## src/rtl/logip_pkg.sv

```systemverilog
// rtl/logip_pkg.sv - shared types, opcodes and config struct for the logIP SUMP command controller.
package logip_pkg;

    typedef enum logic [1:0] {
        ST_IDLE    = 2'd0,
        ST_PAYLOAD = 2'd1,
        ST_EXEC    = 2'd2
    } state_t;

    localparam logic [7:0] OP_RESET     = 8'h00;
    localparam logic [7:0] OP_ARM       = 8'h01;
    localparam logic [7:0] OP_ID        = 8'h02;
    localparam logic [7:0] OP_XON       = 8'h11;
    localparam logic [7:0] OP_XOFF      = 8'h13;
    localparam logic [7:0] OP_TRIG_MASK = 8'hC0;
    localparam logic [7:0] OP_TRIG_VAL  = 8'hC1;
    localparam logic [7:0] OP_TRIG_CFG  = 8'hC2;
    localparam logic [7:0] OP_DIV       = 8'h80;
    localparam logic [7:0] OP_CNT       = 8'h81;
    localparam logic [7:0] OP_FLAGS     = 8'h82;

    localparam int PAYLOAD_W = 32;

    typedef struct packed {
        logic [31:0] trig_mask;
        logic [31:0] trig_val;
        logic [31:0] trig_cfg;
        logic [23:0] divider;
        logic [15:0] read_cnt;
        logic [15:0] delay_cnt;
        logic [7:0]  flags;
    } sump_cfg_t;

    // Opcodes that target a config register; only these can be dropped while busy.
    function automatic logic is_cfg_op(input logic [7:0] op);
        return (op == OP_TRIG_MASK) || (op == OP_TRIG_VAL) || (op == OP_TRIG_CFG) ||
               (op == OP_DIV) || (op == OP_CNT) || (op == OP_FLAGS);
    endfunction

endpackage

```

## src/rtl/sump_cmd_ctrl.sv

```systemverilog
// rtl/sump_cmd_ctrl.sv - SUMP byte-stream parser, command pulses and capture config registers.
// Optional payload inactivity timeout built when LOGIP_CMD_TIMEOUT_EN is defined.
module sump_cmd_ctrl
    import logip_pkg::*;
#(
    parameter int TIMEOUT_CYCLES = 100000
) (
    input  logic        clk_i,
    input  logic        rst_in,
    input  logic [7:0]  rx_data_i,
    input  logic        rx_valid_i,
    input  logic        capture_busy_i,
    output logic        cmd_reset_o,
    output logic        cmd_arm_o,
    output logic        id_req_o,
    output logic        cfg_drop_o,
    output logic [31:0] trig_mask_o,
    output logic [31:0] trig_val_o,
    output logic [31:0] trig_cfg_o,
    output logic [23:0] divider_o,
    output logic [15:0] read_cnt_o,
    output logic [15:0] delay_cnt_o,
    output logic [7:0]  flags_o
);

    if (TIMEOUT_CYCLES < 2) begin : g_bad_timeout
        $error("TIMEOUT_CYCLES must be at least 2");
    end

    state_t                 state;
    logic [7:0]             opcode;
    logic [PAYLOAD_W-1:0]   payload;
    logic [1:0]             byte_cnt;
    sump_cfg_t              cfg;
    logic                   accept_cmd;

`ifdef LOGIP_CMD_TIMEOUT_EN
    localparam int TW = $clog2(TIMEOUT_CYCLES);
    logic [TW-1:0] to_cnt;
`endif

    // EXEC behaves like IDLE for an incoming byte, so no byte is ever lost.
    assign accept_cmd = rx_valid_i && ((state == ST_IDLE) || (state == ST_EXEC));

    always_ff @(posedge clk_i) begin
        if (!rst_in) begin
            state       <= ST_IDLE;
            opcode      <= '0;
            payload     <= '0;
            byte_cnt    <= '0;
            cfg         <= '0;
            cmd_reset_o <= 1'b0;
            cmd_arm_o   <= 1'b0;
            id_req_o    <= 1'b0;
            cfg_drop_o  <= 1'b0;
`ifdef LOGIP_CMD_TIMEOUT_EN
            to_cnt      <= '0;
`endif
        end else begin
            cmd_reset_o <= 1'b0;
            cmd_arm_o   <= 1'b0;
            id_req_o    <= 1'b0;
            cfg_drop_o  <= 1'b0;

            case (state)
                ST_IDLE: ;
                ST_PAYLOAD: begin
                    if (rx_valid_i) begin
                        payload[{byte_cnt, 3'b000} +: 8] <= rx_data_i;
                        byte_cnt <= byte_cnt + 2'd1;
                        if (byte_cnt == 2'd3) begin
                            state <= ST_EXEC;
                        end
`ifdef LOGIP_CMD_TIMEOUT_EN
                        to_cnt <= '0;
                    end else if (to_cnt == TW'(TIMEOUT_CYCLES - 1)) begin
                        state <= ST_IDLE;
                    end else begin
                        to_cnt <= to_cnt + 1'b1;
`endif
                    end
                end
                ST_EXEC: begin
                    state <= ST_IDLE;
                    if (capture_busy_i) begin
                        cfg_drop_o <= is_cfg_op(opcode);
                    end else begin
                        case (opcode)
                            OP_TRIG_MASK: cfg.trig_mask <= payload;
                            OP_TRIG_VAL:  cfg.trig_val  <= payload;
                            OP_TRIG_CFG:  cfg.trig_cfg  <= payload;
                            OP_DIV:       cfg.divider   <= payload[23:0];
                            OP_CNT: begin
                                cfg.read_cnt  <= payload[15:0];
                                cfg.delay_cnt <= payload[31:16];
                            end
                            OP_FLAGS:     cfg.flags     <= payload[7:0];
                            default: ;
                        endcase
                    end
                end
                default: state <= ST_IDLE;
            endcase

            // Placed after the state case so a new command started in EXEC overrides its return to IDLE.
            if (accept_cmd) begin
                if (rx_data_i[7]) begin
                    opcode   <= rx_data_i;
                    payload  <= '0;
                    byte_cnt <= '0;
                    state    <= ST_PAYLOAD;
`ifdef LOGIP_CMD_TIMEOUT_EN
                    to_cnt   <= '0;
`endif
                end else begin
                    case (rx_data_i)
                        OP_RESET:         cmd_reset_o <= 1'b1;
                        OP_ARM:           cmd_arm_o   <= !capture_busy_i;
                        OP_ID:            id_req_o    <= 1'b1;
                        OP_XON, OP_XOFF:  ;
                        default: ;
                    endcase
                end
            end
        end
    end

    assign trig_mask_o = cfg.trig_mask;
    assign trig_val_o  = cfg.trig_val;
    assign trig_cfg_o  = cfg.trig_cfg;
    assign divider_o   = cfg.divider;
    assign read_cnt_o  = cfg.read_cnt;
    assign delay_cnt_o = cfg.delay_cnt;
    assign flags_o     = cfg.flags;

endmodule

```

## config.mk

```make
export PLATFORM = sky130hd
export DESIGN_NAME = sump_cmd_ctrl
export DESIGN_NICKNAME = d
export VERILOG_FILES = /design/src/rtl/logip_pkg.sv /design/src/rtl/sump_cmd_ctrl.sv
export SDC_FILE = /design/constraint.sdc
export NUM_CORES = 1
export LEC_CHECK = 0
export CAP_MARGIN = 15
export CORE_UTILIZATION = 50
export DETAILED_ROUTE_END_ITERATION = 10
export PLACE_DENSITY_LB_ADDON = 0.2
export SYNTH_ARGS = -nofsm -noshare
export SYNTH_HDL_FRONTEND = slang
export SYNTH_SLANG_ARGS = --single-unit
```

## constraint.sdc

```tcl
create_clock -name clk_i -period 1.9 [get_ports clk_i]
set_input_delay 0.285 -clock clk_i [delete_from_list [all_inputs] [get_ports clk_i]]
set_output_delay 0.285 -clock clk_i [all_outputs]
set_load 0.02 [all_outputs]
```

## Yosys cells after proc, flatten, opt, wreduce, memory -nomap -nowiden

Cells that the tools add are included.

- Memories: 0
- Bits in writable memories: 0
- Bits in latches: 0
- Output and inout port bits: 164
- Bits in registers: 208
- Memory bits (read-only): 0

- Order comparisons: 0
- Multiply operators: 0
- Divide/modulo/power cells: 0
- Reduce and logical (&&, ||, !) cells: 20
- Bitwise logic cells: 4
- Equal/unequal tests: 11
- Add/sub/neg operators: 2
- Multiplexer cells: 16
- Shift-type cells: 2

Operators with widths:

| operator | number |
|---|---|
| $mux W32 | 4 |
| $eq A8 B8 Y1 const B | 6 |
| $bwmux W32 | 1 |
| $shift A8 B7 Y32 const A | 1 |
| $shiftx A8 B7 Y32 | 1 |
| $reduce_and A3 Y1 | 7 |
| $mux W2 | 8 |
| $eq A8 B1 Y1 const B | 1 |
| $eq A8 B2 Y1 const B | 1 |
| $logic_not A8 Y1 | 1 |
| $neg A5 Y7 | 1 |
| $logic_or A1 B1 Y1 | 6 |
| $eq A2 B2 Y1 const B | 2 |
| $not A1 Y1 | 4 |
| $pmux W2 S2 | 1 |
| $reduce_or A4 Y1 | 1 |
| $reduce_or A3 Y1 | 1 |
| $add A2 B1 Y2 const B | 1 |
| $eq A2 B1 Y1 const B | 1 |
| $logic_not A2 Y1 | 1 |
| $mux W1 | 2 |
| $reduce_and A2 Y1 | 1 |
| $logic_and A1 B1 Y1 | 1 |
| $logic_not A1 Y1 | 1 |

## Depth between registers and ports, before layout

- Word-level depth: 7
- Depth in mapped cells: 6
- Gate-level depth less buffers: 5

## Worst setup path before layout

No wires, ideal clock.

- Kind: register to register
- Start: reg byte_cnt[0]
- End: reg payload[24]
- Clock period less this slack: 1.766 ns
- Cell stages (with the launch flop): 6
- Data arrival time: 1.696 ns
- Setup time: 0.070 ns
- Data required time: 1.830 ns
- Slack: 0.134 ns
- Cells stage by stage: dfxtp_1 -> inv_1 -> ha_1 -> nor3b_1 -> nand3_1 -> a21oi_1

- Cells in the longest elaborated chain, start to end: 7
- Elaborated cells between the ends (all ways): 8
- Classes of those cells: add/sub: 1; shift: 2; mux: 5

RTL lines:

| element | RTL line | source |
|---|---|---|
| start, declared | sump_cmd_ctrl.sv:33 | `logic [1:0] byte_cnt;` |
| start signal, assigned | sump_cmd_ctrl.sv:70 | `byte_cnt <= byte_cnt + 2'd1;` |
| $neg A5 Y7 (*) | sump_cmd_ctrl.sv:69 | `payload[{byte_cnt, 3'b000} +: 8] <= rx_data_i;` |
| $shiftx A8 B7 Y32 / $shift A8 B7 Y32 (equally long branches) | sump_cmd_ctrl.sv:69 |  |
| $bwmux W32 (*) | sump_cmd_ctrl.sv:69 |  |
| $mux W32 (*) | sump_cmd_ctrl.sv:68 | `if (rx_valid_i) begin` |
| $mux W32 (*) | sump_cmd_ctrl.sv:65 | `case (state)` |
| $mux W32 | sump_cmd_ctrl.sv:107 | `if (rx_data_i[7]) begin` |
| $mux W32 (*) | sump_cmd_ctrl.sv:106 | `if (accept_cmd) begin` |
| end signal, assigned by index | sump_cmd_ctrl.sv:69 |  |
| end, declared | sump_cmd_ctrl.sv:32 | `logic [PAYLOAD_W-1:0] payload;` |

Mark *: on every way between the ends. The rest lies on a longest branch, timed or not.
A chain may end at the register's enable or synchronous reset.

## Final worst setup path

- Start: reg cfg (netlist bit flags_o[0])
- End: out flags_o[0]

RTL lines:

| element | RTL line | source |
|---|---|---|
| start, declared | sump_cmd_ctrl.sv:34 | `sump_cfg_t cfg;` |
| end, declared | sump_cmd_ctrl.sv:23 | `output logic [7:0] flags_o` |

No word-level cell between the ends.

==> impl_metrics.toml <==
[logic_synthesis]
synth_cell_types = 34
synth-compound-area-share = 0.0323
yosysWarnings = 0
synth_top_family_by_area = "multiplexers"
synthSimpleGateAreaFrac = 0.173
ys_seq_elements = 208
synth_nets = 790
seq_area_frac_synth = 0.538
synthAdderAreaFrac = 0.00970
syn-instance-count = 772
synthMuxAreaShare = 0.208
syn_area_mm2 = 0.00774
syn_avg_cell_area_um2 = 10.0
synthXorXnorAreaFrac = 0.00113

[clocking]
cts-htree-levels = 1
clk_pin_slew_worst_paths_ps = 60
ctsRootBufferMaster = "clkbuf_16"
cts_max_path_buffers = 3
cts_buffers = 22
tritoncts = "yes"
worst_skew_pair.late_latency_ps = 490
clock-sinks = 208

[worst_setup_path]
endpoint_kind = "output pin"
crit_family = "buffers and inverters"
startpoint = "flags_o[0]$_SDFFE_PN0P_"
endpoint = "flags_o[0]"
reg2reg_from = "opcode[4]$_SDFFE_PN0P_"
path_class = "reg2out"
slowest_delay_ps = 630
worst_r2r_endpoint = "cfg_drop_o$_SDFF_PN0_"
crit_fanout = 2
cp.depth = 1
crit_arrival_ps = 1500
worstPathBufferInverterCount = 1
required_ps = 1620
cp-start-kind = "register"
cpMaxStageDelayCell = "clkdlybuf4s50_1"
r2r_slack_ps = 240
cp_cell_sequence = "clkdlybuf4s50_1"
r2r_cells = 5

[layout]
antenna-diode-count = 0
seqCellArea_mm2 = 0.00416
areaGrowthSynthToFinish_pct = 35.9
layout_commonest_cell = "nand2_1"
fin_nets = 974
layout-drive-gt1-share = 0.0815
multiInputGateArea_mm2 = 0.00329
nFillCells = 1123
finish.utilization = 0.694
layout_common_cells = "nand2_1, dfxtp_1, clkdlybuf4s50_1"

[place]
place_hpwl_um = 13900
place_congestion = 0.849
numPortBuffers = 175

[run_status]
status = "completed"

[timing]
relSlewSlack = 0.648
hold_viol = 0
setup_viol = 0
max_freq_mhz = 561
slew_viol_final = 0
finalClockSkew_ps = 5.81
rsz0062_at_grt = "no"
worstMarginPinSlew_ps = 527
min_period_over_period = 0.938
min_period_ps = 1780

[detailed_routing]
dr.pass1.iters = 5
vias_per_cell = 5.34
vias = 6179
wl_per_cell_um = 17.3
ant_nets = 0
wl_um = 20000
drcViolationCount = 0
drt-initial-drc-count = 352

[floorplanning]
fp.dieW_um = 126
die-area_mm2 = 0.0160
die_h_um = 126
fp.coreArea_mm2 = 0.0151
initial_core_util = 0.511
rows = 45
ios = 176

[pwr]
swShare = 0.208
p_leak_nw = 4.78
combPwrFrac = 0.028
ir_worst_vdd_v = 0.000695
fin_total_pwr_w = 0.00873
pwr-share-clk = 0.468
p_int_w = 0.00692
p_seq_frac = 0.503
p_per_area_mw_per_mm2 = 830
p_sw_w = 0.00181

[grt]
grt_pass1_vias = 6116
grt_max_degree = 77
gr-usage-all-layers = 0.249
grt_pass1_wl_um = 31800
antenna_found_initial = 0
grt.overflow.total = 0

[flow_run]
drv_cap = 0

[hold_path]
hold_path_class = "in2reg"
min_path_cells = 2
min-delay-start = "rst_in"
[sequential cells by signal, indices dropped and copies added (netlist names), 8 cells and up]
signal       count
read_cnt_o      16
payload         32
trig_mask_o     32
divider_o       24
trig_val_o      32
delay_cnt_o     16
flags_o          8
trig_cfg_o      32
opcode           8
[worst min path at each step]
stage,endpoint
CTS,opcode[7]$_SDFFE_PN0P_
floorplan,cmd_arm_o$_SDFF_PP0_
detailed placement,payload[16]$_SDFF_PN0_
finish,opcode[7]$_SDFFE_PN0P_
global route,opcode[7]$_SDFFE_PN0P_
global placement,opcode[7]$_SDFFE_PN0P_
[layout make-up]
class / count / area share
Tap cell: 188 / 0.0224
Clock inverter: 6 / 0.00524
Clock buffer: 31 / 0.0604
Inverter: 2 / 0.000714
Multi-Input combinational cell: 509 / 0.313
Sequential cell: 208 / 0.396
Timing Repair Buffer: 213 / 0.202
[metrics by stage]
stage / cells / hold WS, ps / setup slack [ps] / TNS (ps) / area [um^2]
final: 1157 / 73.5 / 117 / 0 / 10500
after global routing: 1157 / 71.9 / 94.0 / 0 / 10500
after global placement: 1118 / 436 / 8.48 / 0 / 9810
after CTS: 1155 / 61.0 / 59.6 / 0 / 10500
after floorplan: 772 / 364 / 134 / 0 / 7740
after detailed placement: 1118 / 447 / -33.8 / -241 / 9810
[power by group through the flow]
stage / logic [W] / clock network (W) / registers (W)
after floorplan: 0.000138 / 0 / 0.00448
after global placement: 0.000231 / 0 / 0.00449
after detailed placement: 0.000238 / 0 / 0.00449
after CTS: 0.000239 / 0.00414 / 0.00439
after global routing: 0.000265 / 0.00433 / 0.00439
final: 0.000247 / 0.00409 / 0.00439
[synthesized netlist by cell type]
cell type    n  area share
a21oi_1     33       0.021
buf_2        4      0.0026
a2111oi_0    1      0.0011
inv_1        2     0.00097
a22o_1       7      0.0079
xnor2_1      1      0.0011
a21o_1       1     0.00097
nor2b_1      1     0.00081
buf_1        2     0.00097
nand4_2      2      0.0032
nand3_2      2      0.0026
nor2_1       4      0.0019
nand3_1     32       0.021
nor4b_4      1      0.0031
nor4b_1      2      0.0023
and3_1       1     0.00081
nand4b_1     5      0.0057
ha_1         6      0.0097
mux2i_1    161        0.21
buf_6       11       0.016
nand4_1      1     0.00081
and3b_1      1      0.0011
and4bb_2     1      0.0016
a21boi_0     1     0.00097
nand2_1    228        0.11
and4b_2      1      0.0015
nand4b_2     1      0.0019
and2_1       1     0.00081
nand3b_1     3      0.0029
nor3b_1      4      0.0039
clkbuf_1    36       0.017
and4b_1      3      0.0039
nor3_1       4      0.0026
dfxtp_1    208        0.54
[worst register-to-register path, delay by kind of cell, from the launching register on]
family,cells,cell delay [ps]
and+or+nand+nor,2,390
buffers and inverters,2,390
DFF,1,340
AOI/OAI and AO/OA,1,500
[cell families (layout without fill, tap and decap cells)]
family                   count (synthesis)  after routing
AO/OA/AOI/OAI                           43             43
XOR/XNOR                                 1              1
adder cells (fa/ha/maj)                  6              6
buffers and inverters                   55            252
flip-flops                             208            208
multiplexers                           161            161
AND/OR/NAND/NOR                        298            298
[metal layers]
metal / wire length [um] / global-route usage
met5: 0 / 0
met4: 363 / 0.0751
met3: 829 / 0.0316
met2: 10100 / 0.448
met1: 8780 / 0.310
[timing repair]
action / CTS / global route
gates resized for setup: 1 / 0
buffers inserted: 0 / 2
endpoints found under the setup margin: 1 / 8
hold buffers: 0 / 0
pin swaps: 0 / 1
Note: power is estimated with default switching activity, not from simulation.
